**config.mk**
```make
export PLATFORM = sky130hd
export DESIGN_NAME = hazard_ctrl
export DESIGN_NICKNAME = d
export VERILOG_FILES = /design/src/rtl/hazard_ctrl.sv
export SDC_FILE = /design/constraint.sdc
export NUM_CORES = 1
export LEC_CHECK = 0
export ABC_AREA = 1
export CAP_MARGIN = 20
export CORE_ASPECT_RATIO = 0.8
export CORE_MARGIN = 4
export CORE_UTILIZATION = 33
export DETAILED_ROUTE_END_ITERATION = 6
export PLACE_DENSITY = 0.85
export SKIP_CTS_REPAIR_TIMING = 1
export SYNTH_ARGS = -nofsm -noshare
export SYNTH_HDL_FRONTEND = slang
export SYNTH_SLANG_ARGS = --single-unit
```
**constraint.sdc**
```tcl
create_clock -name clk -period 1.7 [get_ports clk]
set_input_delay 0.34 -clock clk [delete_from_list [all_inputs] [get_ports clk]]
set_output_delay 0.34 -clock clk [all_outputs]
set_load 0.02 [all_outputs]
```
**src/rtl/hazard_ctrl.sv**
```systemverilog
// Pipeline hazard controller: load-use stalls, branch/jump flushes, memory freeze and HALT/resume.
// Optional performance counters are built only when HAZARD_PERF_EN is defined.
module hazard_ctrl #(
    parameter int LOAD_BUBBLES = 1
) (
    input  logic        clk,
    input  logic        reset,
    input  logic [4:0]  ifidRs,
    input  logic [4:0]  ifidRt,
    input  logic        ifidUsesRt,
    input  logic        idexMemRead,
    input  logic [4:0]  idexRt,
    input  logic        branchTaken,
    input  logic        jump,
    input  logic        haltId,
    input  logic        resume,
    input  logic        memBusy,
    output logic        pcEnable,
    output logic        ifidEnable,
    output logic        ifidClear,
    output logic        idexEnable,
    output logic        idexClear,
    output logic        exmemEnable,
    output logic        memwbEnable,
    output logic        halted,
    output logic [31:0] stallCycles,
    output logic [15:0] flushCount
);

    typedef enum logic [1:0] {RUN, LDUSE, HALTED} state_t;

    localparam logic [1:0] CNT_INIT = 2'(LOAD_BUBBLES - 1);

    state_t     state_q, state_d;
    logic [1:0] cnt_q, cnt_d;
    logic       halted_q;
    logic       load_use;
    logic       pc_en, ifid_en, ifid_clr, idex_en, idex_clr, exmem_en, memwb_en;

    assign load_use = idexMemRead && (idexRt != 5'd0) &&
                      ((idexRt == ifidRs) || (ifidUsesRt && (idexRt == ifidRt)));

    always_comb begin
        state_d  = state_q;
        cnt_d    = cnt_q;
        pc_en    = 1'b1;
        ifid_en  = 1'b1;
        ifid_clr = 1'b0;
        idex_en  = 1'b1;
        idex_clr = 1'b0;
        exmem_en = 1'b1;
        memwb_en = 1'b1;
        if (memBusy) begin
            pc_en    = 1'b0;
            ifid_en  = 1'b0;
            idex_en  = 1'b0;
            exmem_en = 1'b0;
            memwb_en = 1'b0;
        end else begin
            case (state_q)
                RUN: begin
                    if (load_use) begin
                        pc_en    = 1'b0;
                        ifid_en  = 1'b0;
                        idex_clr = 1'b1;
                        cnt_d    = CNT_INIT;
                        state_d  = (LOAD_BUBBLES == 1) ? RUN : LDUSE;
                    end else if (haltId) begin
                        pc_en    = 1'b0;
                        ifid_clr = 1'b1;
                        state_d  = HALTED;
                    end else if (branchTaken || jump) begin
                        // PC stays enabled so it loads the branch/jump target.
                        ifid_clr = 1'b1;
                    end
                end
                LDUSE: begin
                    pc_en    = 1'b0;
                    ifid_en  = 1'b0;
                    idex_clr = 1'b1;
                    cnt_d    = cnt_q - 2'd1;
                    if (cnt_q == 2'd1) state_d = RUN;
                end
                HALTED: begin
                    pc_en    = 1'b0;
                    ifid_clr = 1'b1;
                    if (resume) state_d = RUN;
                end
                default: state_d = RUN;
            endcase
        end
    end

    always_ff @(posedge clk or negedge reset) begin
        if (!reset) begin
            state_q  <= RUN;
            cnt_q    <= 2'd0;
            halted_q <= 1'b0;
        end else begin
            state_q  <= state_d;
            cnt_q    <= cnt_d;
            halted_q <= (state_d == HALTED);
        end
    end

    // Reset gates every enable/clear low immediately, independent of the clock.
    assign pcEnable    = reset & pc_en;
    assign ifidEnable  = reset & ifid_en;
    assign ifidClear   = reset & ifid_clr;
    assign idexEnable  = reset & idex_en;
    assign idexClear   = reset & idex_clr;
    assign exmemEnable = reset & exmem_en;
    assign memwbEnable = reset & memwb_en;
    assign halted      = halted_q;

`ifdef HAZARD_PERF_EN
    logic [31:0] stall_q, stall_d;
    logic [15:0] flush_q, flush_d;

    always_comb begin
        stall_d = stall_q;
        flush_d = flush_q;
        if (!memBusy) begin
            if (!pc_en && (state_q != HALTED)) stall_d = stall_q + 32'd1;
            if (ifid_clr && (state_q == RUN))  flush_d = flush_q + 16'd1;
        end
    end

    always_ff @(posedge clk or negedge reset) begin
        if (!reset) begin
            stall_q <= 32'd0;
            flush_q <= 16'd0;
        end else begin
            stall_q <= stall_d;
            flush_q <= flush_d;
        end
    end

    assign stallCycles = stall_q;
    assign flushCount  = flush_q;
`else
    assign stallCycles = 32'd0;
    assign flushCount  = 16'd0;
`endif

endmodule
```
After elaboration in Yosys (flattened, before gate mapping)

Cells that the tools add are included.

Register bits after elaboration: 5
Bits in latches: 0
Memory bits (writable): 0
ROM bits: 0
Bits of input ports: 24
Output and inout bits: 56
Logic and storage cells: 51
Memories kept: 0

$add $sub $neg: 1
Multipliers: 0
Divide/modulo/power cells: 0
Order comparisons: 0
Equality and inequality tests: 7
Shift-type cells: 0
Mux-type cells: 24
Bitwise operators: 6
Reductions and logical operators: 10

Operators by type and width:

| kind                                                                  | count |
|---|---|
| 1-bit 2-to-1 mux                                                      | 12 |
| 2-bit 2-to-1 mux                                                      | 6 |
| 5-bit equality test                                                   | 2 |
| 1-bit one-hot mux with 2 select lines                                 | 4 |
| 2-bit one-hot mux with 3 select lines                                 | 1 |
| 1-bit AND                                                             | 5 |
| 5-bit nonzero test                                                    | 1 |
| 2-bit by 1-bit equality test with 1-bit output, second input constant | 2 |
| 2-bit equality test, second input constant                            | 2 |
| 2-bit one-hot mux with 2 select lines                                 | 1 |
| 1-bit logical AND                                                     | 3 |
| 3-bit AND reduction                                                   | 1 |
| 2-bit logical NOT                                                     | 1 |
| 1-bit logical OR                                                      | 2 |
| 2-bit != test, second input constant                                  | 1 |
| 2-bit nonzero test                                                    | 1 |
| 2-bit OR reduction                                                    | 1 |
| 2-bit by 1-bit subtractor with 2-bit output, second input constant    | 1 |
| 1-bit NOT                                                             | 1 |

Longest topological paths before layout

Gate-level depths: netlist of run 1.

Depth after elaboration: 8
Depth in mapped cells: 12
Mapped depth without buffers: 12

Worst setup path after synthesis of run 1

No wires, ideal clock.

Path type: reg2out
Start: register state_q[0]
End: output port ifidEnable
Data arrival time: 1290 ps
Data required time: 1360 ps
Setup slack: 70 ps
Stages on the path, launching flop included: 7
Buffers on the path: 0
Cell sequence: dfrtp_1 -> inv_1 -> ha_1 -> inv_1 -> nand2_1 -> o21ai_4 -> nor2_1

Cells in the longest elaborated chain, start to end: 4
Elaborated cells between the ends (all ways): 5
Those cells by class: eq/ne: 1; mux: 2; bitwise: 1; reduce/logical: 1

RTL lines:

| item                                                                                       | line | RTL |
|---|---|---|
| from (decl)                                                                                | 34   | `state_t state_q, state_d;` |
| from (signal assigned)                                                                     | 100  | `state_q <= state_d;` |
| 2-bit by 1-bit equality test with 1-bit output / 2-bit logical NOT (equally long branches) | 60   | `case (state_q)` |
| 1-bit one-hot mux with 2 select lines (*)                                                  | 60   |  |
| 1-bit 2-to-1 mux (*)                                                                       | 53   | `if (memBusy) begin` |
| 1-bit AND (*)                                                                              | 108  | `assign ifidEnable = reset & ifid_en;` |
| to (decl)                                                                                  | 19   | `output logic ifidEnable,` |

Mark *: on every way between the ends. The rest lies on a longest branch, timed or not.

Final worst setup path of run 1

Start: input port ifidRt[1]
End: output port ifidEnable

Cells in the longest elaborated chain, start to end: 8

RTL lines:

| item                                  | line | RTL |
|---|---|---|
| from (decl)                           | 9    | `input logic [4:0] ifidRt,` |
| 5-bit equality test                   | 41   | `((idexRt == ifidRs) \|\| (ifidUsesRt && (idexRt == ifidRt)));` |
| 1-bit logical AND                     | 41   |  |
| 1-bit logical OR                      | 41   |  |
| 1-bit logical AND                     | 40   | `assign load_use = idexMemRead && (idexRt != 5'd0) &&` |
| 1-bit 2-to-1 mux                      | 62   | `if (load_use) begin` |
| 1-bit one-hot mux with 2 select lines | 60   |  |
| 1-bit 2-to-1 mux                      | 53   |  |
| 1-bit AND                             | 108  |  |

No other way between the ends.

==> flow_results.xml, run 1 <==
<?xml version="1.0" encoding="UTF-8"?>
<metrics>
  <group name="run_status">
    <metric name="status" unit="">complete, but fails checks</metric>
    <metric name="violations" unit="">setup timing</metric>
  </group>
  <group name="layout">
    <metric name="multi_input_area" unit="um^2">698</metric>
    <metric name="total_inserted_antenna_cells" unit="">0</metric>
    <metric name="finalNetCount" unit="">247</metric>
    <metric name="regArea" unit="um^2">125</metric>
    <metric name="syn_to_final_growth" unit="%">49.6</metric>
    <metric name="layout.filler_cells" unit="">258</metric>
    <metric name="fraction_of_final_layout_cells_with_drive_strength_greater_than_1" unit="">0.406</metric>
  </group>
  <group name="setup_path">
    <metric name="arrival" unit="ns">1.44</metric>
    <metric name="path_cells" unit="">buf_6 &gt; inv_2 &gt; nand2_2 &gt; nand2_1 &gt; nor2_1 &gt; nand3_1 &gt; nand2_2 &gt; nand2_4 &gt; buf_6 &gt; o21ai_4 &gt; nor2_2 &gt; buf_6</metric>
    <metric name="worst_ep_required_time" unit="ns">1.36</metric>
    <metric name="slowest_delay" unit="ns">0.15</metric>
    <metric name="critical_path_class" unit="">input pin to primary output</metric>
    <metric name="setup.worst_path.start_class" unit="">input pin</metric>
    <metric name="critPathCaptureType" unit="">primary output</metric>
    <metric name="timing.critical_path.max_delay_family" unit="">simple AND/OR/NAND/NOR gates</metric>
    <metric name="critPathBufInv" unit="">4</metric>
    <metric name="timing.critical_path.fanout_max" unit="">3</metric>
    <metric name="crit_path_top_delay_cell" unit="">sky130_fd_sc_hd__o21ai_4</metric>
    <metric name="critical_path.most_common_cell" unit="">sky130_fd_sc_hd__buf_6</metric>
  </group>
  <group name="yosys">
    <metric name="avgSynthCellArea" unit="um^2">6.19</metric>
    <metric name="synthCells" unit="">164</metric>
    <metric name="synth.lib_cells_used.distinct" unit="">21</metric>
    <metric name="warnings_from_yosys" unit="">0</metric>
    <metric name="post_synth_instance_area" unit="um^2">1020</metric>
    <metric name="ys_ff_latch" unit="">5</metric>
    <metric name="ys_seq_area_frac" unit="">0.123</metric>
  </group>
  <group name="global_routing">
    <metric name="grt_pass1_wl" unit="mm">3.27</metric>
    <metric name="globalRoute.totalOverflow" unit="">0</metric>
    <metric name="vias_in_the_first_global_route" unit="">864</metric>
    <metric name="maximum_number_of_pins_on_one_net_before_global_route_repair" unit="">6</metric>
    <metric name="grt_use_total" unit="">0.102</metric>
    <metric name="grt_antenna_before_repair" unit="">0</metric>
  </group>
  <group name="routing">
    <metric name="detail_route.wl_per_cell" unit="um">10.9</metric>
    <metric name="drt_drc_violations_left" unit="">0</metric>
    <metric name="top_layer_used" unit="">met4</metric>
    <metric name="antenna_violating_nets_post_route" unit="">0</metric>
    <metric name="met3_wire_len" unit="um">253</metric>
    <metric name="vias" unit="">1034</metric>
    <metric name="wl_met2" unit="mm">1.46</metric>
    <metric name="dr_iter_0_viols" unit="">38</metric>
    <metric name="drt_wl_total" unit="mm">2.79</metric>
    <metric name="firstDrtPassIters" unit="">6</metric>
    <metric name="detail_route.vias_per_cell" unit="">4.05</metric>
    <metric name="wl_met1" unit="um">953</metric>
  </group>
  <group name="sta">
    <metric name="timing.final.setup_violations" unit="">4</metric>
    <metric name="grt_setup_unrepaired" unit="">yes</metric>
    <metric name="fmax" unit="MHz">561</metric>
    <metric name="post_route_skew" unit="ns">0.00576</metric>
    <metric name="max_slew_violations" unit="">0</metric>
    <metric name="finalHoldWorstSlack" unit="ns">0.0782</metric>
    <metric name="hold_violations" unit="">0</metric>
    <metric name="timing.final.crit_period" unit="ns">1.78</metric>
    <metric name="min_period_over_period" unit="">1.05</metric>
    <metric name="fin_ws" unit="ns">-0.0817</metric>
  </group>
  <group name="floorplanning">
    <metric name="rows" unit="">17</metric>
    <metric name="design.core.area" unit="um^2">2850</metric>
    <metric name="die_area" unit="um^2">4040</metric>
    <metric name="chipWidth" unit="um">70.0</metric>
    <metric name="initial_standard_cell_utilization_of_the_core" unit="">0.356</metric>
    <metric name="io_pins" unit="">80</metric>
    <metric name="dieHeight" unit="um">57.6</metric>
  </group>
  <group name="cts">
    <metric name="cts_max_path_buffers" unit="">2</metric>
    <metric name="clock_sinks" unit="">5</metric>
    <metric name="clkSlewWorstSetupHoldPaths" unit="ns">0.04</metric>
    <metric name="cts_tree" unit="">done</metric>
    <metric name="cts_buffers" unit="">3</metric>
    <metric name="ctsHtreeMaxLevel" unit="">1</metric>
    <metric name="insertion_delay_of_the_later_clocked_pin_in_the_worst_skew_pair" unit="ns">0.23</metric>
    <metric name="cell_chosen_for_the_clock_root" unit="">sky130_fd_sc_hd__clkbuf_8</metric>
  </group>
  <group name="pwr">
    <metric name="power_leakage" unit="nW">0.967</metric>
    <metric name="vdd.ir_drop.worst" unit="mV">0.274</metric>
    <metric name="pwr_density" unit="nW/um^2">597</metric>
  </group>
  <group name="worst_hold_path">
    <metric name="min_path_type" unit="">input pin to async pin</metric>
  </group>
  <group name="placed_design">
    <metric name="place.gp.congestion" unit="">0.797</metric>
    <metric name="io_buffer_count" unit="">31</metric>
    <metric name="placement.setup.worst_slack" unit="ns">-0.878</metric>
    <metric name="dp_hpwl" unit="mm">1.94</metric>
  </group>
  <group name="job">
    <metric name="drv_cap" unit="">0</metric>
  </group>
</metrics>
==> metal layers <==
metal,GRT usage,vias to the layer above
li1,-,494
met1,0.104,464
met2,0.190,62
met3,0.0277,14
met4,0.0574,0
met5,0,-
==> cell type report <==
type,instances,area share
Multi-Input combinational cell,131,0.459
Inverter,25,0.0650
Timing Repair Buffer,52,0.333
Tap cell,38,0.0313
Sequential cell,5,0.0823
Clock buffer,4,0.0296
==> worst paths after layout <==
kind / start / slack, ns / cells past startpoint / endpoint
hold / removal: reset / 0.08 / 2 / halted
setup / recovery: ifidRt[1] / -0.08 / 12 / ifidEnable
setup reg to reg: state_q[1] / 0.12 / 10 / halted
max in group asynchronous: reset / 1.51 / 2 / state_q[0]
min in group clk: cnt_q[1] / 0.47 / 2 / cnt_q[1]
hold reg to reg: cnt_q[1] / 0.47 / 2 / cnt_q[1]
==> cells in the mapped netlist, drive strengths merged <==
library cell / instances / area share
o21ai: 3 / 0.026
nand3: 4 / 0.025
buf: 50 / 0.37
nand3b: 1 / 0.0074
ha: 5 / 0.062
nor3: 1 / 0.0049
conb: 1 / 0.0037
and2: 1 / 0.0062
inv: 25 / 0.092
dfrtp: 5 / 0.12
nand2: 46 / 0.18
a21oi: 2 / 0.0099
xnor2: 1 / 0.0086
o22ai: 2 / 0.012
nor2: 16 / 0.059
nand4: 1 / 0.0062
==> registers in the layout (all words and copies together) (netlist names) <==
register	flops
state_q	2
halted	1
cnt_q	2
==> worst reg2reg max path: cells and delay by family, from the launching register on <==
kind                       cells  cell delay (ns)
AOI/OAI and AO/OA              1             0.23
DFF                            1             0.39
buffers and inverters          3             0.33
and+or+nand+nor                5             0.32
adders and majority gates      1             0.22
==> metrics by stage <==
step / power [W] / setup TNS, ns / instance area [um^2] / utilization / cells
3_5_place_dp: 0.000585 / -6.25 / 1320 / 0.462 / 249
5_1_grt: 0.000963 / -0.647 / 1520 / 0.533 / 255
2_1_floorplan: 0.000484 / 0 / 1190 / - / 211
4_1_cts: 0.000817 / -5.14 / 1360 / 0.478 / 253
3_3_place_gp: 0.000580 / -6.00 / 1320 / 0.462 / 249
6_report: 0.000907 / -0.180 / 1520 / 0.533 / 255
==> power by group <==
group          internal, W  leakage, nW  total (W)  switching, W
Clock             0.000162       0.0228   0.000229     0.0000672
Combinational     0.000223        0.880   0.000529      0.000306
Sequential        0.000139       0.0652   0.000150     0.0000110
==> cell families after synthesis <==
logic type / after synthesis / synth area share
AOI/OAI and AO/OA: 7 / 0.0480
xor gates and xnor gates: 1 / 0.00862
adders and majority gates: 5 / 0.0616
buffers and inverters: 75 / 0.462
DFF: 5 / 0.123
other: 1 / 0.00369
and+or+nand+nor: 70 / 0.293
==> layout by cell type (no fill, tap or decap), drive strengths merged, types with 4 or more instances in the layout <==
cell           instances
clkdlybuf4s50          4
conb                  48
nor2                  16
dfrtp                  5
nand2                 46
buf                   36
inv                   25
nand3                  4
ha                     5
dlymetal6s2s           9
clkbuf                 7
Note: power is estimated with default switching activity, not from simulation.
==> run 2, diff against run 1 <==
ABC_AREA = unset   (was 1)
ABC_CLOCK_PERIOD_IN_PS = 1700   (was unset)
==> flow_results.xml, run 2 <==
<?xml version="1.0" encoding="UTF-8"?>
<metrics>
  <group name="yosys">
    <metric name="post-synth-top-area-cell" unit="">sky130_fd_sc_hd__buf_4</metric>
    <metric name="ys_ff_latch" unit="">5</metric>
    <metric name="avgSynthCellArea" unit="um^2">7.57</metric>
    <metric name="synth_top_area_frac" unit="">0.370</metric>
    <metric name="most_repeated_cell_in_the_gate_level_netlist_after_synthesis" unit="">sky130_fd_sc_hd__buf_4</metric>
    <metric name="synth_async_sr_flop_share" unit="">1.00</metric>
    <metric name="synth.top_cells.by_area" unit="">sky130_fd_sc_hd__buf_4 (37%), sky130_fd_sc_hd__dfrtp_1 (12%), sky130_fd_sc_hd__xnor2_1 (8.6%)</metric>
    <metric name="synth.lib_cells_used.distinct" unit="">32</metric>
    <metric name="synthCells" unit="">134</metric>
    <metric name="ys_seq_area_frac" unit="">0.123</metric>
    <metric name="synth_enable_flop_cells" unit="">0</metric>
    <metric name="synth_common_cells" unit="">sky130_fd_sc_hd__buf_4 (50), sky130_fd_sc_hd__xnor2_1 (10), sky130_fd_sc_hd__inv_1 (9)</metric>
    <metric name="post_synth_instance_area" unit="um^2">1010</metric>
    <metric name="warnings_from_yosys" unit="">0</metric>
    <metric name="synth_flop_cell" unit="">sky130_fd_sc_hd__dfrtp_1</metric>
  </group>
  <group name="floorplanning">
    <metric name="rows" unit="">17</metric>
    <metric name="chipWidth" unit="um">70.0</metric>
    <metric name="io_pins" unit="">80</metric>
    <metric name="design.core.area" unit="um^2">2850</metric>
    <metric name="dieHeight" unit="um">57.6</metric>
    <metric name="die_area" unit="um^2">4030</metric>
    <metric name="initial_standard_cell_utilization_of_the_core" unit="">0.356</metric>
  </group>
  <group name="setup_path">
    <metric name="critical_path_class" unit="">input pin to primary output</metric>
    <metric name="setup.worst_path.start_class" unit="">input pin</metric>
    <metric name="arrival" unit="ns">1.76</metric>
    <metric name="path_cells" unit="">buf_6 &gt; or4_4 &gt; o21ai_4 &gt; nor3_4 &gt; buf_6 &gt; nor3_4 &gt; buf_6</metric>
    <metric name="crit_path_top_delay_cell" unit="">sky130_fd_sc_hd__or4_4</metric>
    <metric name="critPathCaptureType" unit="">primary output</metric>
    <metric name="slowest_delay" unit="ns">0.53</metric>
    <metric name="timing.critical_path.fanout_max" unit="">5</metric>
    <metric name="critical_path.most_common_cell" unit="">sky130_fd_sc_hd__buf_6</metric>
    <metric name="worst_ep_required_time" unit="ns">1.36</metric>
  </group>
  <group name="global_routing">
    <metric name="maximum_number_of_pins_on_one_net_before_global_route_repair" unit="">8</metric>
    <metric name="grt_pass1_wl" unit="mm">4.00</metric>
    <metric name="vias_in_the_first_global_route" unit="">907</metric>
    <metric name="globalRoute.totalOverflow" unit="">0</metric>
    <metric name="grt_antenna_before_repair" unit="">0</metric>
    <metric name="grt_use_total" unit="">0.124</metric>
  </group>
  <group name="cts">
    <metric name="clock_sinks" unit="">5</metric>
    <metric name="cts_max_path_buffers" unit="">2</metric>
    <metric name="cts_buffers" unit="">3</metric>
    <metric name="insertion_delay_of_the_later_clocked_pin_in_the_worst_skew_pair" unit="ns">0.22</metric>
    <metric name="ctsHtreeMaxLevel" unit="">1</metric>
    <metric name="clkSlewWorstSetupHoldPaths" unit="ns">0.03</metric>
    <metric name="cts_tree" unit="">done</metric>
    <metric name="cell_chosen_for_the_clock_root" unit="">sky130_fd_sc_hd__clkbuf_8</metric>
  </group>
  <group name="layout">
    <metric name="syn_to_final_growth" unit="%">58.9</metric>
    <metric name="fraction_of_final_layout_cells_with_drive_strength_greater_than_1" unit="">0.376</metric>
    <metric name="leading_cell_type_in_the_layout_fill_and_taps_excluded" unit="">sky130_fd_sc_hd__conb_1</metric>
    <metric name="layout_common_cells" unit="">sky130_fd_sc_hd__conb_1 (48), sky130_fd_sc_hd__buf_4 (27), sky130_fd_sc_hd__buf_6 (12)</metric>
    <metric name="finalNetCount" unit="">227</metric>
    <metric name="total_inserted_antenna_cells" unit="">0</metric>
    <metric name="final-instance-count-excl-fill" unit="">235</metric>
    <metric name="final_instance_area" unit="um^2">1610</metric>
  </group>
  <group name="placed_design">
    <metric name="place.gp.congestion" unit="">0.792</metric>
    <metric name="dp_hpwl" unit="mm">2.41</metric>
    <metric name="placement.setup.worst_slack" unit="ns">-1.08</metric>
    <metric name="placement.cell_area" unit="um^2">1430</metric>
    <metric name="placed_cells" unit="">226</metric>
    <metric name="io_buffer_count" unit="">31</metric>
  </group>
  <group name="run_status">
    <metric name="status" unit="">complete, but fails checks</metric>
    <metric name="violations" unit="">setup timing</metric>
  </group>
  <group name="job">
    <metric name="drv_cap" unit="">0</metric>
  </group>
  <group name="routing">
    <metric name="firstDrtPassIters" unit="">4</metric>
    <metric name="drt_drc_violations_left" unit="">0</metric>
    <metric name="detail_route.vias_per_cell" unit="">4.21</metric>
    <metric name="detail_route.wl_per_cell" unit="um">12.6</metric>
    <metric name="antenna_violating_nets_post_route" unit="">0</metric>
    <metric name="dr_iter_0_viols" unit="">45</metric>
    <metric name="vias" unit="">990</metric>
    <metric name="drt_wl_total" unit="mm">2.96</metric>
  </group>
  <group name="sta">
    <metric name="grt_setup_unrepaired" unit="">yes</metric>
    <metric name="timing.final.crit_period" unit="ns">2.10</metric>
    <metric name="fmax" unit="MHz">475</metric>
    <metric name="hold_violations" unit="">0</metric>
    <metric name="fin_ws" unit="ns">-0.404</metric>
    <metric name="min_period_over_period" unit="">1.24</metric>
    <metric name="post_route_skew" unit="ns">0.00197</metric>
    <metric name="timing.final.setup_violations" unit="">7</metric>
    <metric name="max_slew_violations" unit="">0</metric>
  </group>
  <group name="worst_hold_path">
    <metric name="min_path_type" unit="">input pin to async pin</metric>
  </group>
  <group name="pwr">
    <metric name="vdd.ir_drop.worst" unit="mV">0.449</metric>
    <metric name="pwr_density" unit="nW/um^2">814</metric>
    <metric name="power_leakage" unit="nW">0.851</metric>
  </group>
</metrics>
run 2: changes by cell type after synthesis, sizes merged, moves of 3 or more:
cell   before  now
nand2      46    6
inv        25    9
nor2       16    6
xnor2       1   10
nor3        1    5
a21oi       2    5
run 2: path summary, 6_finish.rpt:
kind / start / endpoint / slack [ns] / cells after the start
hold reg to reg: state_q[0] / state_q[0] / 0.65 / 3
setup reg to reg: state_q[1] / state_q[1] / 0.02 / 9
setup / recovery: idexRt[2] / ifidEnable / -0.40 / 7
hold / removal: reset / state_q[0] / 0.47 / 2
min in group clk: state_q[0] / state_q[0] / 0.65 / 3
max in group asynchronous: reset / cnt_q[0] / 1.12 / 2
run 2: critical path, delay by kind of cell:
family / cells / cell delay, ns
AND/OR/NAND/NOR: 3 / 0.80
AO/OA/AOI/OAI: 1 / 0.25
buffers and inverters: 3 / 0.36
run 2: cell families (layout without fill, tap and decap cells):
logic type | after synthesis | after routing | synth area share
other | 1 | 48 | 0.00370
DFF | 5 | 5 | 0.123
AOI/OAI and AO/OA | 22 | 22 | 0.150
buffers and inverters | 60 | 76 | 0.414
xor gates and xnor gates | 10 | 10 | 0.0863
and+or+nand+nor | 31 | 31 | 0.160
adders and majority gates | 5 | 5 | 0.0617
run 2: per-stage QoR:
step / utilization / TNS, ns / total power (W) / hold slack, ns
finish: 0.566 / -1.46 / 0.00131 / 0.474
global route: 0.566 / -1.81 / 0.00141 / 0.486
CTS: 0.518 / -7.68 / 0.00123 / 0.456
detailed placement: 0.502 / -8.79 / 0.00100 / 0.636
global placement: 0.502 / -8.41 / 0.000961 / 0.607
floorplan: - / -0.488 / 0.000750 / 0.0444
run 2: per-layer routing:
layer  track usage  part of all wire  wire length (um)  vias up
li1              -                 -                 -      476
met1         0.140              0.36              1070      464
met2         0.226              0.55              1630       46
met3        0.0299             0.074               220        4
met4        0.0492             0.014                41        0
met5             0                 0                 0        -
run 2: cell type report:
| type | count | area [um^2] |
|---|---|---|
| fill | 246 | 1240 |
| multi-input combinational | 116 | 796 |
| timing repair buffer | 63 | 566 |
| sequential | 5 | 125 |
| tap | 38 | 47.5 |
| clock buffer | 4 | 45.0 |
| inverter | 9 | 33.8 |
run 2: report_power, final:
group / switching (W) / internal (W) / leakage [nW] / total [W]
clock: 0.0000532 / 0.000161 / 0.0228 / 0.000214
sequential: 0.0000275 / 0.000165 / 0.0594 / 0.000193
combinational: 0.000499 / 0.000407 / 0.769 / 0.000906
total: 0.000579 / 0.000733 / 0.851 / 0.00131
==> run 3, diff against run 2 <==
GPL_ROUTABILITY_DRIVEN = 0   (was unset)
==> results of run 3 <==
The final DEF is identical to that of run 2; final timing and power are the same.
